**src/rtl/dcim_shift_acc.sv**
```systemverilog
// Bit-serial shift-accumulator behind the partial-sum adder: folds IN_BITS signed partial sums,
// MSB plane first, into one full-precision result presented on a valid/ready output register.
module dcim_shift_acc #(
    parameter int unsigned PSUM_W    = 24,
    parameter int unsigned IN_BITS   = 8,
    parameter int unsigned ACC_W     = 32,
    parameter int unsigned SIGNED_IN = 1
) (
    input  logic                             clk,
    input  logic                             rst_n,
    input  logic                             clear,
    input  logic                             psum_valid,
    output logic                             psum_ready,
    input  logic [PSUM_W-1:0]                psum_data,
    output logic                             out_valid,
    input  logic                             out_ready,
    output logic [ACC_W-1:0]                 out_data,
    output logic                             busy,
    output logic [$clog2(IN_BITS+1)-1:0]     plane_idx
);

    localparam int unsigned IDX_W = $clog2(IN_BITS + 1);

    typedef enum logic [0:0] {StIdle, StAccum} state_e;

    state_e             state_q, state_d;
    logic [ACC_W-1:0]   acc_q, acc_d;
    logic [ACC_W-1:0]   out_data_q, out_data_d;
    logic               out_valid_q, out_valid_d;
    logic [IDX_W-1:0]   idx_q, idx_d;
    logic [ACC_W-1:0]   psum_ext;
    logic [ACC_W-1:0]   acc_n;
    logic               accept;
    logic               last;
    logic               xfer;

    // A full output register stalls the input; no separate hold state is needed.
    assign psum_ready = !out_valid_q | out_ready;
    assign accept     = psum_valid & psum_ready & ~clear;
    assign last       = (idx_q == IDX_W'(IN_BITS - 1));
    assign xfer       = out_valid_q & out_ready;
    assign psum_ext   = {{(ACC_W - PSUM_W){psum_data[PSUM_W-1]}}, psum_data};

    // The first plane is the MSB plane; with signed activations it carries negative weight.
    always_comb begin
        if (idx_q == '0) begin
            acc_n = (SIGNED_IN != 0) ? (ACC_W'(0) - psum_ext) : psum_ext;
        end else begin
            acc_n = (acc_q << 1) + psum_ext;
        end
    end

    always_ff @(posedge clk or negedge rst_n) begin
        if (!rst_n) begin
            state_q     <= StIdle;
            acc_q       <= '0;
            out_data_q  <= '0;
            out_valid_q <= 1'b0;
            idx_q       <= '0;
        end else begin
            state_q     <= state_d;
            acc_q       <= acc_d;
            out_data_q  <= out_data_d;
            out_valid_q <= out_valid_d;
            idx_q       <= idx_d;
        end
    end

    always_comb begin
        state_d = state_q;
        unique case (state_q)
            StIdle:  if (accept && (IN_BITS > 1)) state_d = StAccum;
            StAccum: if (accept && last)          state_d = StIdle;
            default: state_d = StIdle;
        endcase
        if (clear) begin
            state_d = StIdle;
        end
    end

    always_comb begin
        acc_d       = acc_q;
        idx_d       = idx_q;
        out_valid_d = out_valid_q;
        out_data_d  = out_data_q;
        if (clear) begin
            acc_d       = '0;
            idx_d       = '0;
            out_valid_d = 1'b0;
        end else begin
            if (xfer) begin
                out_valid_d = 1'b0;
            end
            if (accept) begin
                acc_d = acc_n;
                if (last) begin
                    idx_d       = '0;
                    out_valid_d = 1'b1;
                    out_data_d  = acc_n;
                end else begin
                    idx_d = idx_q + IDX_W'(1);
                end
            end
        end
    end

    always_comb begin
        busy      = (state_q == StAccum);
        plane_idx = idx_q;
        out_valid = out_valid_q;
        out_data  = out_data_q;
    end

endmodule

```
**config.mk**
```make
export PLATFORM = sky130hd
export DESIGN_NAME = dcim_shift_acc
export DESIGN_NICKNAME = d
export VERILOG_FILES = /design/src/rtl/dcim_shift_acc.sv
export SDC_FILE = /design/constraint.sdc
export NUM_CORES = 1
export LEC_CHECK = 0
export ABC_AREA = 1
export BUFFER_PORTS_ARGS = -buffer_cell sky130_fd_sc_hd__clkbuf_2
export CAP_MARGIN = 20
export CORE_UTILIZATION = 55
export CTS_CLUSTER_DIAMETER = 120
export DETAILED_ROUTE_END_ITERATION = 8
export PLACE_DENSITY = 0.88
export SLEW_MARGIN = 20
export SYNTH_ARGS = -nofsm -noshare
export SYNTH_HDL_FRONTEND = slang
export SYNTH_SLANG_ARGS = --single-unit
```
**constraint.sdc**
```tcl
create_clock -name clk -period 5.2 [get_ports clk]
set_input_delay 1.04 -clock clk [delete_from_list [all_inputs] [get_ports clk]]
set_output_delay 1.04 -clock clk [all_outputs]
set_load 0.01 [all_outputs]
```
==> impl_metrics.csv, run 1 <==
group,metric,value,unit
setup_path,crit_fanout,42,
placement,dp_hpwl,12.8,mm
yosys,synth_seq_area_share,0.297,
clock_network,cts_num_sinks,69,
pwr,ir_drop,0.000238,V
floorplan,start_util,0.565,
yosys,yosysTopAreaCell,"dfrtp_1",
layout,area_growth,10.8,%
sta,worst_slew_pin_slew,984,ps
floorplan,rows,37,
pwr,total_power,1.57,mW
sta,clock-skew-final,9.12,ps
sta,finalHoldViolCount,0,
setup_path,cp-start-kind,"input port",
yosys,syn_area,0.00581,mm2
yosys,ys_warn_count,0,
floorplan,ios,68,
global_routing,overflow,0,
floorplan,die-area,0.0110,mm2
placement,place_ws,1940,ps
clock_network,cts_hold_buf,0,
yosys,netlist.area_leader.share,0.297,
placement,dp.cells,1131,
flow_run,cap_violations,0,
global_routing,antenna_found_initial,0,
detailed_routing,via_count,6117,
floorplan,die_h,105,um
setup_path,reg2regPathDepth,8,
hold_path,hold_start,"out_data[28]",
yosys,avgSynthCellArea,6.16,um2
global_routing,grt_pass1_vias,5523,
sta,finalSetupTns,0,ps
sta,max_freq,337,MHz
placement,gp_congestion,1.05,
sta,setup_viol,0,
yosys,synth_cell_type_count,37,
layout,layout.cells.non_filler,1147,
detailed_routing,ant_nets,0,
sta,maxSlewViolCount,0,
pwr,power.leakage,3.81,nW
floorplan,core,0.0103,mm2
clock_network,cts_tree,"done",
hold_path,holdPathStages,2,
detailed_routing,routed_wl,15.8,mm
setup_path,cp-end-kind,"flip-flop",
setup_path,reg2reg_from,"out_valid",
detailed_routing,avgViaCountPerCell,5.33,
sta,setup_ws,2240,ps
clock_network,htree_levels,3,
clock_network,cts_setup_buffers,0,
global_routing,grt_use_total,0.298,
pwr,power_density,243,mW/mm2
clock_network,cts.repair.resized,0,
setup_path,cp-startpoint,"out_ready",
setup_path,cp.required,5400,ps
yosys,synthTopCellsByArea,"dfrtp_1 (30%), nand2_1 (25%), inv_1 (9.2%)",
floorplan,die_w,105,um
setup_path,path_class,"input port to flip-flop",
layout,diodes,0,
sta,period_share,0.570,
hold_path,hold_class,"flip-flop to flip-flop",
sta,fin_crit,2960,ps
layout,fin_nets,1069,
clock_network,clk_path_buf_depth,2,
status,status,"finished clean",
yosys,syn-num-nets,1006,
sta,slew_headroom,0.343,
clock_network,clk_pin_slew,70,ps
clock_network,root_buffer,"clkbuf_8",
yosys,ys_ff_latch,69,
layout,drive_above_1_share,0.114,
global_routing,grt_start_max_net_pins,43,
placement,portBuffers,67,
detailed_routing,wl_per_cell,13.8,um
layout,final_core_util,0.626,
yosys,netlist_instances,943,
global_routing,grt_pass1_wl,26.0,mm
clock_network,clkLatencyLatePin,340,ps
detailed_routing,first_pass_iters,5,
detailed_routing,route.detailed.drc,0,
detailed_routing,drt_iter0_markers,551,
clock_network,cts_buffers,9,
setup_path,arrival,3160,ps
sta,rsz0062_at_grt,"no",
power by group:
group	leakage (nW)	internal (mW)	total [mW]	switching (mW)
logic	2.78	0.169	0.531	0.362
registers	0.927	0.570	0.598	0.0281
clock network	0.0995	0.235	0.436	0.200
flip-flops by register name (all words and copies together), names as in the netlist:
| name | count |
|---|---|
| plane_idx | 4 |
| busy | 1 |
| acc_q | 31 |
| out_valid | 1 |
| out_data | 32 |
stage by stage:
step / instance area, um2 / hold slack [ps]
6_report: 6430 / 485
5_1_grt: 6430 / 499
3_5_place_dp: 6230 / 464
4_1_cts: 6430 / 489
2_1_floorplan: 5810 / 453
3_3_place_gp: 6230 / 463
cells in the final DEF (no fill, tap or decap), drive strengths merged, types with 4 or more instances in the layout:
master  count
nor3        9
clkbuf     77
dfrtp      69
nand4       8
a21oi      33
o21ai      48
ha         33
nand2     393
nand3      79
xor2        8
nor2       75
inv       145
xnor2       6
nand3b      4
cell usage after synthesis, drive strengths merged:
cell    instances
a21oi          33
a22oi           1
a31oi           1
a32oi           1
and2            1
buf            14
clkbuf          3
dfrtp          69
fa              1
ha             33
inv           145
nand2         393
nand3          79
nand3b          4
nand4           8
nor2           75
nor3            9
nor4            2
o211ai          1
o21ai          48
o21bai          2
o22ai           3
or2             3
xnor2           6
xor2            8
worst max-delay path, stage by stage:
cell and delay (ps):
clkbuf_2 80, inv_1 30, nand2_1 70, nand2_1 100, nor2_4 440, inv_2 240, nor2_4 470, inv_2 420
nand2_1 160, o21ai_1 80
final timing paths:
kind	end	slack [ps]
max	out_data[5]	2240
min	out_data[28]	490
max reg2reg	out_data[5]	2640
min reg2reg	out_data[28]	490
max in group asynchronous	out_data[3]	3510
min in group asynchronous	acc_q[28]	740
layout make-up:
type	instances	area, um2
multi-input combinational	712	3440
timing repair buffer	69	350
sequential	69	1730
fill	968	3840
clock buffer	11	141
tap	136	170
inverter	145	544
clock inverter	5	60.1
cell families (layout without fill, tap and decap cells):
kind of cell | Yosys count | count (layout) | synth area share
AOI/OAI and AO/OA | 90 | 90 | 0.0814
adders and majority gates | 34 | 34 | 0.0745
buffers and inverters | 162 | 230 | 0.110
and+or+nand+nor | 574 | 574 | 0.415
xor gates and xnor gates | 14 | 14 | 0.0211
DFF | 69 | 69 | 0.297
per-layer routing:
layer	GRT usage	vias up	share of wire
li1	-	3071	-
met1	0.425	2733	0.45
met2	0.453	274	0.43
met3	0.0599	39	0.096
met4	0.0956	0	0.025
met5	0	-	0
Power figures use the tool's default switching activity.
==> run 2: changes to the inputs <==
==> constraint.sdc (replaced) <==
create_clock -name clk -period 3.1 [get_ports clk]
set_input_delay 0.62 -clock clk [delete_from_list [all_inputs] [get_ports clk]]
set_output_delay 0.62 -clock clk [all_outputs]
set_load 0.01 [all_outputs]
==> impl_metrics.csv, run 2 (synthesis gave the netlist of run 1 again) <==
group,metric,value,unit
pwr,total_power,2.58,mW
detailed_routing,ant_nets,0,
sta,finalSetupTns,0,ps
floorplan,rows,37,
setup_path,arrival,2610,ps
hold_path,hold_class,"input port to asynchronous set/reset pin",
sta,worst_slew_pin_slew,820,ps
global_routing,grt_use_total,0.321,
pwr,power_frac_comb,0.351,
sta,maxSlewViolCount,0,
flow_run,cap_violations,0,
clock_network,cts.repair.resized,0,
clock_network,cts_tree,"done",
detailed_routing,first_pass_iters,5,
placement,gp_congestion,1.05,
clock_network,clk_path_buf_depth,2,
layout,fin_nets,1073,
clock_network,clk_pin_slew,90,ps
global_routing,grt_pass1_vias,5791,
setup_path,crit_chain,"clkbuf_2 > ha_1 > inv_1 > fa_1 > inv_1 > nand3_1 > nand3_1 > nand3_1 > nand3_2 > nand2_1 > nand2_1 > nand2_1 > nand3_1 > nand2_1 > nand2_1 > nand2_1",
setup_path,slowest_delay,420,ps
detailed_routing,via_count,6205,
floorplan,ios,68,
sta,slew_headroom,0.453,
detailed_routing,wl_per_cell,14.5,um
sta,rsz0062_at_grt,"no",
clock_network,htree_levels,3,
setup_path,crit_family,"simple AND/OR/NAND/NOR gates",
detailed_routing,routed_wl,16.7,mm
layout,drive_above_1_share,0.115,
layout,area_growth,11.0,%
sta,max_freq,424,MHz
floorplan,die-area,0.0110,mm2
setup_path,cp_common_cell,"nand2_1",
pwr,internal_power,1.56,mW
clock_network,cts_buffers,9,
pwr,seq_power_share,0.388,
floorplan,die_w,105,um
pwr,power_density,400,mW/mm2
clock_network,clkLatencyLatePin,360,ps
detailed_routing,avgViaCountPerCell,5.39,
clock_network,cts_setup_buffers,0,
layout,final_cell_mix,"nand2_1 (383), inv_1 (142), nand3_1 (75)",
floorplan,core,0.0103,mm2
global_routing,grt_pass1_wl,27.7,mm
sta,period_share,0.761,
sta,setup_viol,0,
pwr,power.leakage,3.82,nW
setup_path,crit_buf_inv,3,
pwr,p_clk_frac,0.261,
placement,portBuffers,67,
detailed_routing,route.detailed.drc,0,
clock_network,cts_num_sinks,69,
layout,diodes,0,
layout,fill_cells,969,
layout,largest_register_ffs,32,
clock_network,cts_hold_buf,0,
global_routing,antenna_found_initial,0,
global_routing,grt_start_max_net_pins,43,
detailed_routing,drt_iter0_markers,694,
status,status,"finished clean",
setup_path,path_class,"input port to flip-flop",
floorplan,start_util,0.565,
setup_path,critPathSlowestCell,"fa_1",
placement,dp_hpwl,13.1,mm
setup_path,cp-end-kind,"flip-flop",
sta,finalHoldViolCount,0,
floorplan,die_h,105,um
setup_path,cp.required,3350,ps
clock_network,root_buffer,"clkbuf_8",
sta,fin_crit,2360,ps
pwr,ir_drop,0.000305,V
pwr,power.switching,1.02,mW
layout,layout_commonest_cell,"nand2_1",
setup_path,cp-start-kind,"input port",
pwr,p_sw_frac,0.396,
setup_path,crit_fanout,4,
global_routing,overflow,0,
sta,clock-skew-final,13.9,ps
[run 2: stage by stage]
step	hold slack (ps)	cells	area, um2	util	setup slack (ps)
finish	340	1151	6440	0.627	740
global route	395	1151	6440	0.627	617
CTS	357	1151	6440	0.627	835
detailed placement	465	1135	6270	0.611	490
global placement	463	1135	6270	0.611	508
floorplan	324	943	5810	-	958
[run 2: layer usage]
| metal | routed length (um) | GRT usage |
|---|---|---|
| met1 | 7340 | 0.444 |
| met4 | 538 | 0.135 |
| met5 | 0 | 0 |
| met2 | 7150 | 0.489 |
| met3 | 1670 | 0.0649 |
[run 2: power groups by stage]
stage          combinational (mW)  sequential, mW  clock [mW]
2_1_floorplan               0.618            1.01           0
3_3_place_gp                0.867            1.01           0
3_5_place_dp                0.878            1.02           0
4_1_cts                     0.884            1.00       0.672
5_1_grt                      1.01            1.01       0.706
6_report                    0.906            1.00       0.674
[run 2: layout make-up]
class / count / area [um2] / area share
well taps: 136 / 170 / 0.0264
clock buffers: 13 / 149 / 0.0231
inverters: 145 / 544 / 0.0844
repair buffers: 73 / 393 / 0.0610
clock inverters: 3 / 21.3 / 0.00330
flip-flops and latches: 69 / 1730 / 0.268
multi-input cells: 712 / 3440 / 0.534
[run 2: final timing paths]
kind	depth (start not counted)	to	slack [ps]	from
min reg2reg	2	out_data[20]	490	out_data[20]
max	16	acc_q[29]	740	psum_data[1]
min in group clk	2	out_data[20]	490	out_data[20]
min	1	acc_q[25]	340	rst_n
max in group asynchronous	2	acc_q[3]	2070	rst_n
max reg2reg	15	acc_q[29]	760	acc_q[0]
